**config.mk**
```make
export PLATFORM = sky130hd
export DESIGN_NAME = io_peripheral_responder
export DESIGN_NICKNAME = d
export VERILOG_FILES = /design/src/rtl/io_map_pkg.sv /design/src/rtl/button_debouncer.sv /design/src/rtl/io_peripheral_responder.sv
export SDC_FILE = /design/constraint.sdc
export NUM_CORES = 1
export LEC_CHECK = 0
export CAP_MARGIN = 40
export CORE_UTILIZATION = 35
export CTS_BUF_LIST = sky130_fd_sc_hd__clkbuf_16
export CTS_CLUSTER_DIAMETER = 80
export DETAILED_ROUTE_END_ITERATION = 10
export PLACE_DENSITY = 0.67
export SKIP_CTS_REPAIR_TIMING = 1
export SYNTH_ARGS = -nofsm -noshare
export SYNTH_HDL_FRONTEND = slang
export SYNTH_SLANG_ARGS = --single-unit
```
**constraint.sdc**
```tcl
create_clock -name clock -period 2.7 [get_ports clock]
set_input_delay 0.27 -clock clock [delete_from_list [all_inputs] [get_ports clock]]
set_output_delay 0.27 -clock clock [all_outputs]
set_load 0.01 [all_outputs]
```
**src/rtl/io_map_pkg.sv**
```systemverilog
// Shared register map of the I/O peripheral window.
// Latency: n/a (constants only).
// Backpressure: n/a.
package io_map_pkg;

    // Default base of the 64-byte peripheral window (bits [5:0] zero).
    localparam logic [15:0] IO_BASE_ADDR = 16'hFF00;

    // Register offsets, selected by address[5:3].
    localparam logic [2:0] OFF_SW        = 3'd0;
    localparam logic [2:0] OFF_BTN_LEVEL = 3'd1;
    localparam logic [2:0] OFF_BTN_EVENT = 3'd2;
    localparam logic [2:0] OFF_LEDS      = 3'd3;
    localparam logic [2:0] OFF_HEX       = 3'd4;
    localparam logic [2:0] OFF_CYCLES    = 3'd5;

endpackage

```
**src/rtl/button_debouncer.sv**
```systemverilog
// Single-button 2-flop synchroniser plus level debouncer with rise pulse.
// Latency: level accepted DEBOUNCE_CYCLES edges after the synced input settles (2 sync edges first).
// Backpressure: none; free-running.
//
// Ports: clock, reset (async active-low), btn_raw (asynchronous, active-high),
//        level (accepted level), rise (high in the cycle whose edge accepts a 0->1 change).
module button_debouncer
    import io_map_pkg::*;
#(
    parameter logic [15:0] DEBOUNCE_CYCLES = 16'd50000
) (
    input  logic clock,
    input  logic reset,
    input  logic btn_raw,
    output logic level,
    output logic rise
);

    logic        s1_q, s1_d;
    logic        s2_q, s2_d;
    logic        level_q, level_d;
    logic [15:0] cnt_q, cnt_d;

    always_comb begin
        s1_d    = btn_raw;
        s2_d    = s1_q;
        level_d = level_q;
        cnt_d   = cnt_q;
        rise    = 1'b0;
        if (s2_q == level_q) begin
            // Any sample agreeing with the accepted level restarts the run.
            cnt_d = 16'd0;
        end else if (cnt_q == DEBOUNCE_CYCLES - 16'd1) begin
            level_d = ~level_q;
            cnt_d   = 16'd0;
            rise    = ~level_q;
        end else begin
            cnt_d = cnt_q + 16'd1;
        end
    end

    always_ff @(posedge clock or negedge reset) begin
        if (!reset) begin
            s1_q    <= 1'b0;
            s2_q    <= 1'b0;
            level_q <= 1'b0;
            cnt_q   <= 16'd0;
        end else begin
            s1_q    <= s1_d;
            s2_q    <= s2_d;
            level_q <= level_d;
            cnt_q   <= cnt_d;
        end
    end

    assign level = level_q;

endmodule

```
**src/rtl/io_peripheral_responder.sv**
```systemverilog
// Memory-mapped peripheral responder: LED/HEX registers, switches, debounced buttons, cycle counter.
// Latency: P_data/hit registered, 1 cycle after the address; writes land on the strobe edge.
// Backpressure: none; CPU stores and loads always complete.
//
// Ports: clock, reset (async active-low), address/wr_data/write (CPU bus),
//        SW/button (raw board inputs), P_data/hit (read path), leds/hex_value (board outputs).
module io_peripheral_responder
    import io_map_pkg::*;
#(
    parameter logic [15:0] BASE_ADDR       = IO_BASE_ADDR,
    parameter logic [15:0] DEBOUNCE_CYCLES = 16'd50000,
    parameter int          SW_W            = 10,
    parameter int          BTN_W           = 3
) (
    input  logic             clock,
    input  logic             reset,
    input  logic [15:0]      address,
    input  logic [63:0]      wr_data,
    input  logic             write,
    input  logic [SW_W-1:0]  SW,
    input  logic [BTN_W-1:0] button,
    output logic [63:0]      P_data,
    output logic             hit,
    output logic [31:0]      leds,
    output logic [15:0]      hex_value
);

    logic [SW_W-1:0]  sw_s1_q, sw_s1_d, sw_s2_q, sw_s2_d;
    logic [31:0]      leds_q, leds_d;
    logic [15:0]      hex_q, hex_d;
    logic [BTN_W-1:0] event_q, event_d;
    logic [63:0]      cycles_q, cycles_d;
    logic [63:0]      p_data_q, p_data_d;
    logic             hit_q, hit_d;

    logic [BTN_W-1:0] btn_level, btn_rise, clr_mask;
    logic [63:0]      rd_data;
    logic [2:0]       offset;
    logic             in_win, wr_en;

    // Only the low word of the write data and the doubleword offset matter.
    logic unused_bits;
    assign unused_bits = &{1'b0, wr_data[63:32], address[2:0]};

    for (genvar n = 0; n < BTN_W; n++) begin : g_btn
        button_debouncer #(
            .DEBOUNCE_CYCLES(DEBOUNCE_CYCLES)
        ) u_debouncer (
            .clock  (clock),
            .reset  (reset),
            .btn_raw(button[n]),
            .level  (btn_level[n]),
            .rise   (btn_rise[n])
        );
    end

    always_comb begin
        in_win = (address[15:6] == BASE_ADDR[15:6]);
        offset = address[5:3];
        wr_en  = write & in_win;

        sw_s1_d = SW;
        sw_s2_d = sw_s1_q;

        leds_d = leds_q;
        if (wr_en && offset == OFF_LEDS) leds_d = wr_data[31:0];
        hex_d = hex_q;
        if (wr_en && offset == OFF_HEX) hex_d = wr_data[15:0];

        // A rise in the same cycle as its W1C keeps the flag set.
        clr_mask = (wr_en && offset == OFF_BTN_EVENT) ? wr_data[BTN_W-1:0] : '0;
        event_d  = (event_q & ~clr_mask) | btn_rise;

        cycles_d = cycles_q + 64'd1;

        // Read mux sees register state before this edge's write.
        rd_data = 64'd0;
        case (offset)
            OFF_SW:        rd_data = 64'(sw_s2_q);
            OFF_BTN_LEVEL: rd_data = 64'(btn_level);
            OFF_BTN_EVENT: rd_data = 64'(event_q);
            OFF_LEDS:      rd_data = 64'(leds_q);
            OFF_HEX:       rd_data = 64'(hex_q);
            OFF_CYCLES:    rd_data = cycles_q;
            default:       rd_data = 64'd0;
        endcase
        p_data_d = in_win ? rd_data : 64'd0;
        hit_d    = in_win;
    end

    always_ff @(posedge clock or negedge reset) begin
        if (!reset) begin
            sw_s1_q  <= '0;
            sw_s2_q  <= '0;
            leds_q   <= 32'd0;
            hex_q    <= 16'd0;
            event_q  <= '0;
            cycles_q <= 64'd0;
            p_data_q <= 64'd0;
            hit_q    <= 1'b0;
        end else begin
            sw_s1_q  <= sw_s1_d;
            sw_s2_q  <= sw_s2_d;
            leds_q   <= leds_d;
            hex_q    <= hex_d;
            event_q  <= event_d;
            cycles_q <= cycles_d;
            p_data_q <= p_data_d;
            hit_q    <= hit_d;
        end
    end

    assign P_data    = p_data_q;
    assign hit       = hit_q;
    assign leds      = leds_q;
    assign hex_value = hex_q;

endmodule

```
=== After elaboration in Yosys (flattened, before gate mapping) ===
Index checks and enable logic that the tools add are counted.

* Bits in registers: 257
* Bits of input ports: 96
* Output and inout port bits: 113

* Add/subtract/negate cells: 4
* Equality and inequality tests: 12
* Multiplexer cells: 15
* Bitwise logic cells: 10
* Reductions and logical operators: 7

{| class="wikitable"
|+ Operator list
! kind !! count
|-
| one-hot mux 64 bit (6 select lines) || 1
|-
| 2-to-1 mux 16 bit || 6
|-
| adder 64 x 1 -> 64 bit, second input constant || 1
|-
| 2-to-1 mux 64 bit || 1
|-
| adder 16 x 1 -> 16 bit, second input constant || 3
|-
| equality test 16 bit, second input constant || 3
|-
| equality test 10 bit, second input constant || 1
|-
| equality test 3 x 2 -> 1 bit, second input constant || 2
|-
| equality test 3 bit, second input constant || 2
|-
| 2-to-1 mux 1 bit || 6
|-
| inverter 1 bit || 6
|-
| AND reduction 2 bit || 3
|-
| bitwise AND 3 bit || 1
|-
| equality test 1 bit || 3
|-
| equality test 3 x 1 -> 1 bit, second input constant || 1
|-
| logical AND 1 bit || 3
|-
| zero test 3 bit || 1
|-
| 2-to-1 mux 3 bit || 1
|-
| inverter 3 bit || 1
|-
| OR 3 bit || 1
|-
| bitwise AND 1 bit || 1
|}

=== Logic depth before layout (Yosys ltp) ===
* Depth in word-level cells: 7
* Mapped depth: 8
* Depth with buffers taken out: 6

=== Hierarchy ===
From an unflattened synthesis, not the netlist that was laid out.

* Cell total of the unflattened synthesis: 922
* Area, all modules: 10903.0 um^2

{| class="wikitable"
|+ Modules (own cells, without submodules)
! module !! instances !! cells each !! area each (um^2) !! seq. area each (um^2)
|-
| io_peripheral_responder || 1 || 652 || 8072.7 || 5004.8
|-
| button_debouncer || 3 || 90 || 943.4 || 475.5
|}

=== Worst setup path before layout ===
No wires, ideal clock.

* Path type: input-to-reg
* Start: in address[7]
* End: reg hex_q[10] (netlist: hex_value[10])
* Library setup time: 0.125 ns
* Arrival: 1.784 ns
* Slack: 0.792 ns
* Stages on the path: 5
* Buffers on the path: 1
* Path through: nor4bb_1 -> nand4_1 -> nor4_4 -> buf_4 -> mux2_2

* Longest elaborated chain between the ends: 3

{| class="wikitable"
|+ RTL lines
! item !! line !! RTL
|-
| start: declaration || io_peripheral_responder.sv:17 || <nowiki>input logic [15:0] address,</nowiki>
|-
| equality test 10 bit || io_peripheral_responder.sv:58 || <nowiki>in_win = (address[15:6] == BASE_ADDR[15:6]);</nowiki>
|-
| bitwise AND 1 bit || io_peripheral_responder.sv:60 || <nowiki>wr_en = write & in_win;</nowiki>
|-
| logical AND 1 bit || io_peripheral_responder.sv:68 || <nowiki>if (wr_en && offset == OFF_HEX) hex_d = wr_data[15:0];</nowiki>
|-
| end signal: assignment || io_peripheral_responder.sv:96 || <nowiki>hex_q <= 16'd0;</nowiki>
|-
| end signal: assignment || io_peripheral_responder.sv:105 || <nowiki>hex_q <= hex_d;</nowiki>
|-
| end: declaration || io_peripheral_responder.sv:30 || <nowiki>logic [15:0] hex_q, hex_d;</nowiki>
|}

No other way between the ends.
A chain may end at the register's enable or synchronous reset.

=== Worst setup path after layout ===
* Start: reg cycles_q[0]
* End: reg cycles_q[51]

* Longest elaborated chain between the ends: 1

{| class="wikitable"
|+ RTL lines
! item !! line !! RTL
|-
| start: declaration || io_peripheral_responder.sv:32 || <nowiki>logic [63:0] cycles_q, cycles_d;</nowiki>
|-
| start signal: assignment || io_peripheral_responder.sv:107 || <nowiki>cycles_q <= cycles_d;</nowiki>
|-
| adder 64 x 1 -> 64 bit || io_peripheral_responder.sv:74 || <nowiki>cycles_d = cycles_q + 64'd1;</nowiki>
|-
| via cycles_d[51] || io_peripheral_responder.sv:32 ||
|}

The timed path passes the listed nets, and every way through them passes these cells.

==> impl_metrics.toml <==
[yosys]
yosys.cell_types.count = 39
yosysTopAreaCell = "dfrtp_1"
ys_seq_area_share_pct = 60.77
syn-num-nets = 986
synth_top_area_share_pct = 60.77
synthesis.area_um2 = 10580
syn_avg_cell_area_um2 = 11.94
synthFlopType = "dfrtp_1"
async_flop_share_pct = 100.0
yosys-top-cells-count = "dfrtp_1, nor2_1, xnor2_1"
synth_area_leaders = "dfrtp_1, xnor2_1, mux2_2"
syn_inst = 886
synth-edff-count = 0
yosys_warnings = 0
yosysMostFrequentCell = "dfrtp_1"
ys_ff_latch = 257

[sta]
relSlewSlack_pct = 56.69
min_period_ns = 2.203
setup_violations = 0
fmax_ghz = 0.4539
setup_tns_ns = 0
hold_violations = 0
drv_slew = 0
skew_ns = 0.01809
rsz0062_at_grt = "false"
post-route-period-util_pct = 81.60
worstMarginPinSlew_ns = 0.6496
worst_slack_ns = 0.4967

[worst_setup_path]
crit_start = "cycles_q[0]"
cp_data_arrival_time_ns = 2.64
r2r_cells = 5
critical_path_peak_fanout = 6
end_kind = "flop"
cp-start-kind = "flop"
rr_startpoint = "cycles_q[0]"
crit_chain = "nand4_2, nor4_4, nand3_2, nor3_1, xor2_1"
critical_path.max_stage_delay_ns = 0.62
slowest_stage = "nor4_4"
cp.required_ns = 3.14
path_class = "reg -> reg"

[detailed_routing]
vias = 7254
wl_met1_um = 11170
drtIter0Drc = 342
drt_first_pass_iters = 4
postRouteAntennaNets = 0
wl_per_cell_um = 16.43
wl_met3_um = 1371
wl_um = 24550
met2_length_um = 11430
drcViolationCount = 0
routed_via_density = 4.855
topRoutingLayerUsed = "met4"

[global_routing]
grt_pass1_vias = 7554
grt_overflow = 0
grt_usage_pct = 16.35
grt_pass1_wl_um = 40310
grt_max_degree = 80
antenna_found_initial = 3

[cts]
path_clk_slew_ns = 0.06
insertion_delay_ns = 0.53
cts_buffers = 28
cts_sinks = 257
cts_tree = "done"
htreeDepth = 1
root_buffer = "clkbuf_16"
clockBufferDepth = 3

[die]
die_h_um = 175.9
initial_core_util_pct = 35.61
die_x_um = 175.9
core.rowCount = 63
num_io_pins = 209
core_area_um2 = 29720
die-area_um2 = 30940

[finish]
layout-drive-gt1-share_pct = 12.78
post-route-util_pct = 46.91
area_growth_pct = 31.73
nets = 1183

[job]
max_cap_viol_count = 0

[power_and_ir_drop]
p_leak_nw = 6.253
p_per_area_nw_per_um2 = 597.1
vdd_drop_max_mv = 0.3722

[place]
finalWeightedCongestion = 0.7939
place_ws_ns = 0.2840
place_hpwl_um = 16880
numPortBuffers = 173

[worst_hold_path]
hold_depth = 1
worstHoldStart = "SW[0]"
hold_path.class = "in -> reg"

[run_status]
status = "finished clean"
[registers in the layout (all words and copies together), names as in the netlist]
register                 flops
cycles_q                    64
g_btn.u_debouncer.cnt_q     48
sw_s1_q                     10
g_btn.u_debouncer.level      3
event_q                      3
hit                          1
g_btn.u_debouncer.s2_q       3
g_btn.u_debouncer.s1_q       3
hex_value                   16
sw_s2_q                     10
P_data                      64
leds                        32
[power breakdown]
group	internal, mW	switching, mW
registers	3.88	0.0181
clock network	2.60	1.52
logic	0.130	0.165
total	6.62	1.71
[final timing paths]
kind                                     end  slack, ns
min in group asynchronous           leds[20]       0.31
worst max-delay path            cycles_q[51]       0.50
max in group asynchronous         sw_s1_q[8]       1.57
worst max register to register  cycles_q[51]       0.50
worst min register to register    sw_s2_q[7]       0.35
worst min-delay path              sw_s1_q[0]       0.17
[cells in the final DEF, fill, tap and decap left out, types with 17 or more instances in the layout]
master / count
mux2_2: 51
buf_4: 21
dfrtp_1: 257
clkdlybuf4s50_1: 172
nand2_1: 42
xor2_1: 34
nor3_1: 38
mux2i_1: 17
nand4_1: 24
and3_1: 41
xnor2_1: 73
inv_1: 30
nand3_1: 40
a22oi_1: 23
clkbuf_16: 29
nor2_1: 111
[layer usage]
metal,global-route usage (%),vias up
met4,4.601,0
met5,0,-
met2,26.60,170
met1,21.77,3605
met3,3.788,43
li1,-,3436
[critical path: cells and delay by family, from the launching register on]
family	cells	cell delay, ns
xor+xnor	1	0.17
flops	1	0.47
simple gates	4	1.47
[cell type report]
type	count	area (µm²)
inverter	27	101.3
sequential	257	6431
clock buffer	29	725.7
fill	2707	15780
clock inverter	21	280.3
multi-input combinational	570	3928
timing repair buffer	199	1984
antenna	1	2.502
tap	390	488.0
[cells by family after synthesis]
group / after synthesis / synth area share, %
AO/OA/AOI/OAI: 41 / 2.802
XOR/XNOR: 107 / 8.856
adder cells (fa/ha/maj): 4 / 0.4729
buffers and inverters: 59 / 2.246
flip-flops: 257 / 60.77
multiplexers: 71 / 7.673
AND/OR/NAND/NOR: 347 / 17.18
[through the flow]
stage | std cells | instance area (µm²) | hold WS [ns] | total power [mW]
after global routing | 1493 | 13940 | 0.1627 | 8.621
after floorplan | 886 | 10580 | -0.02559 | 4.046
after detailed placement | 1442 | 12920 | 0.3049 | 4.275
after global placement | 1442 | 12920 | 0.2982 | 4.270
after CTS | 1492 | 13930 | -0.2555 | 8.428
final | 1494 | 13940 | 0.1680 | 8.325
Power figures use the tool's default switching activity.
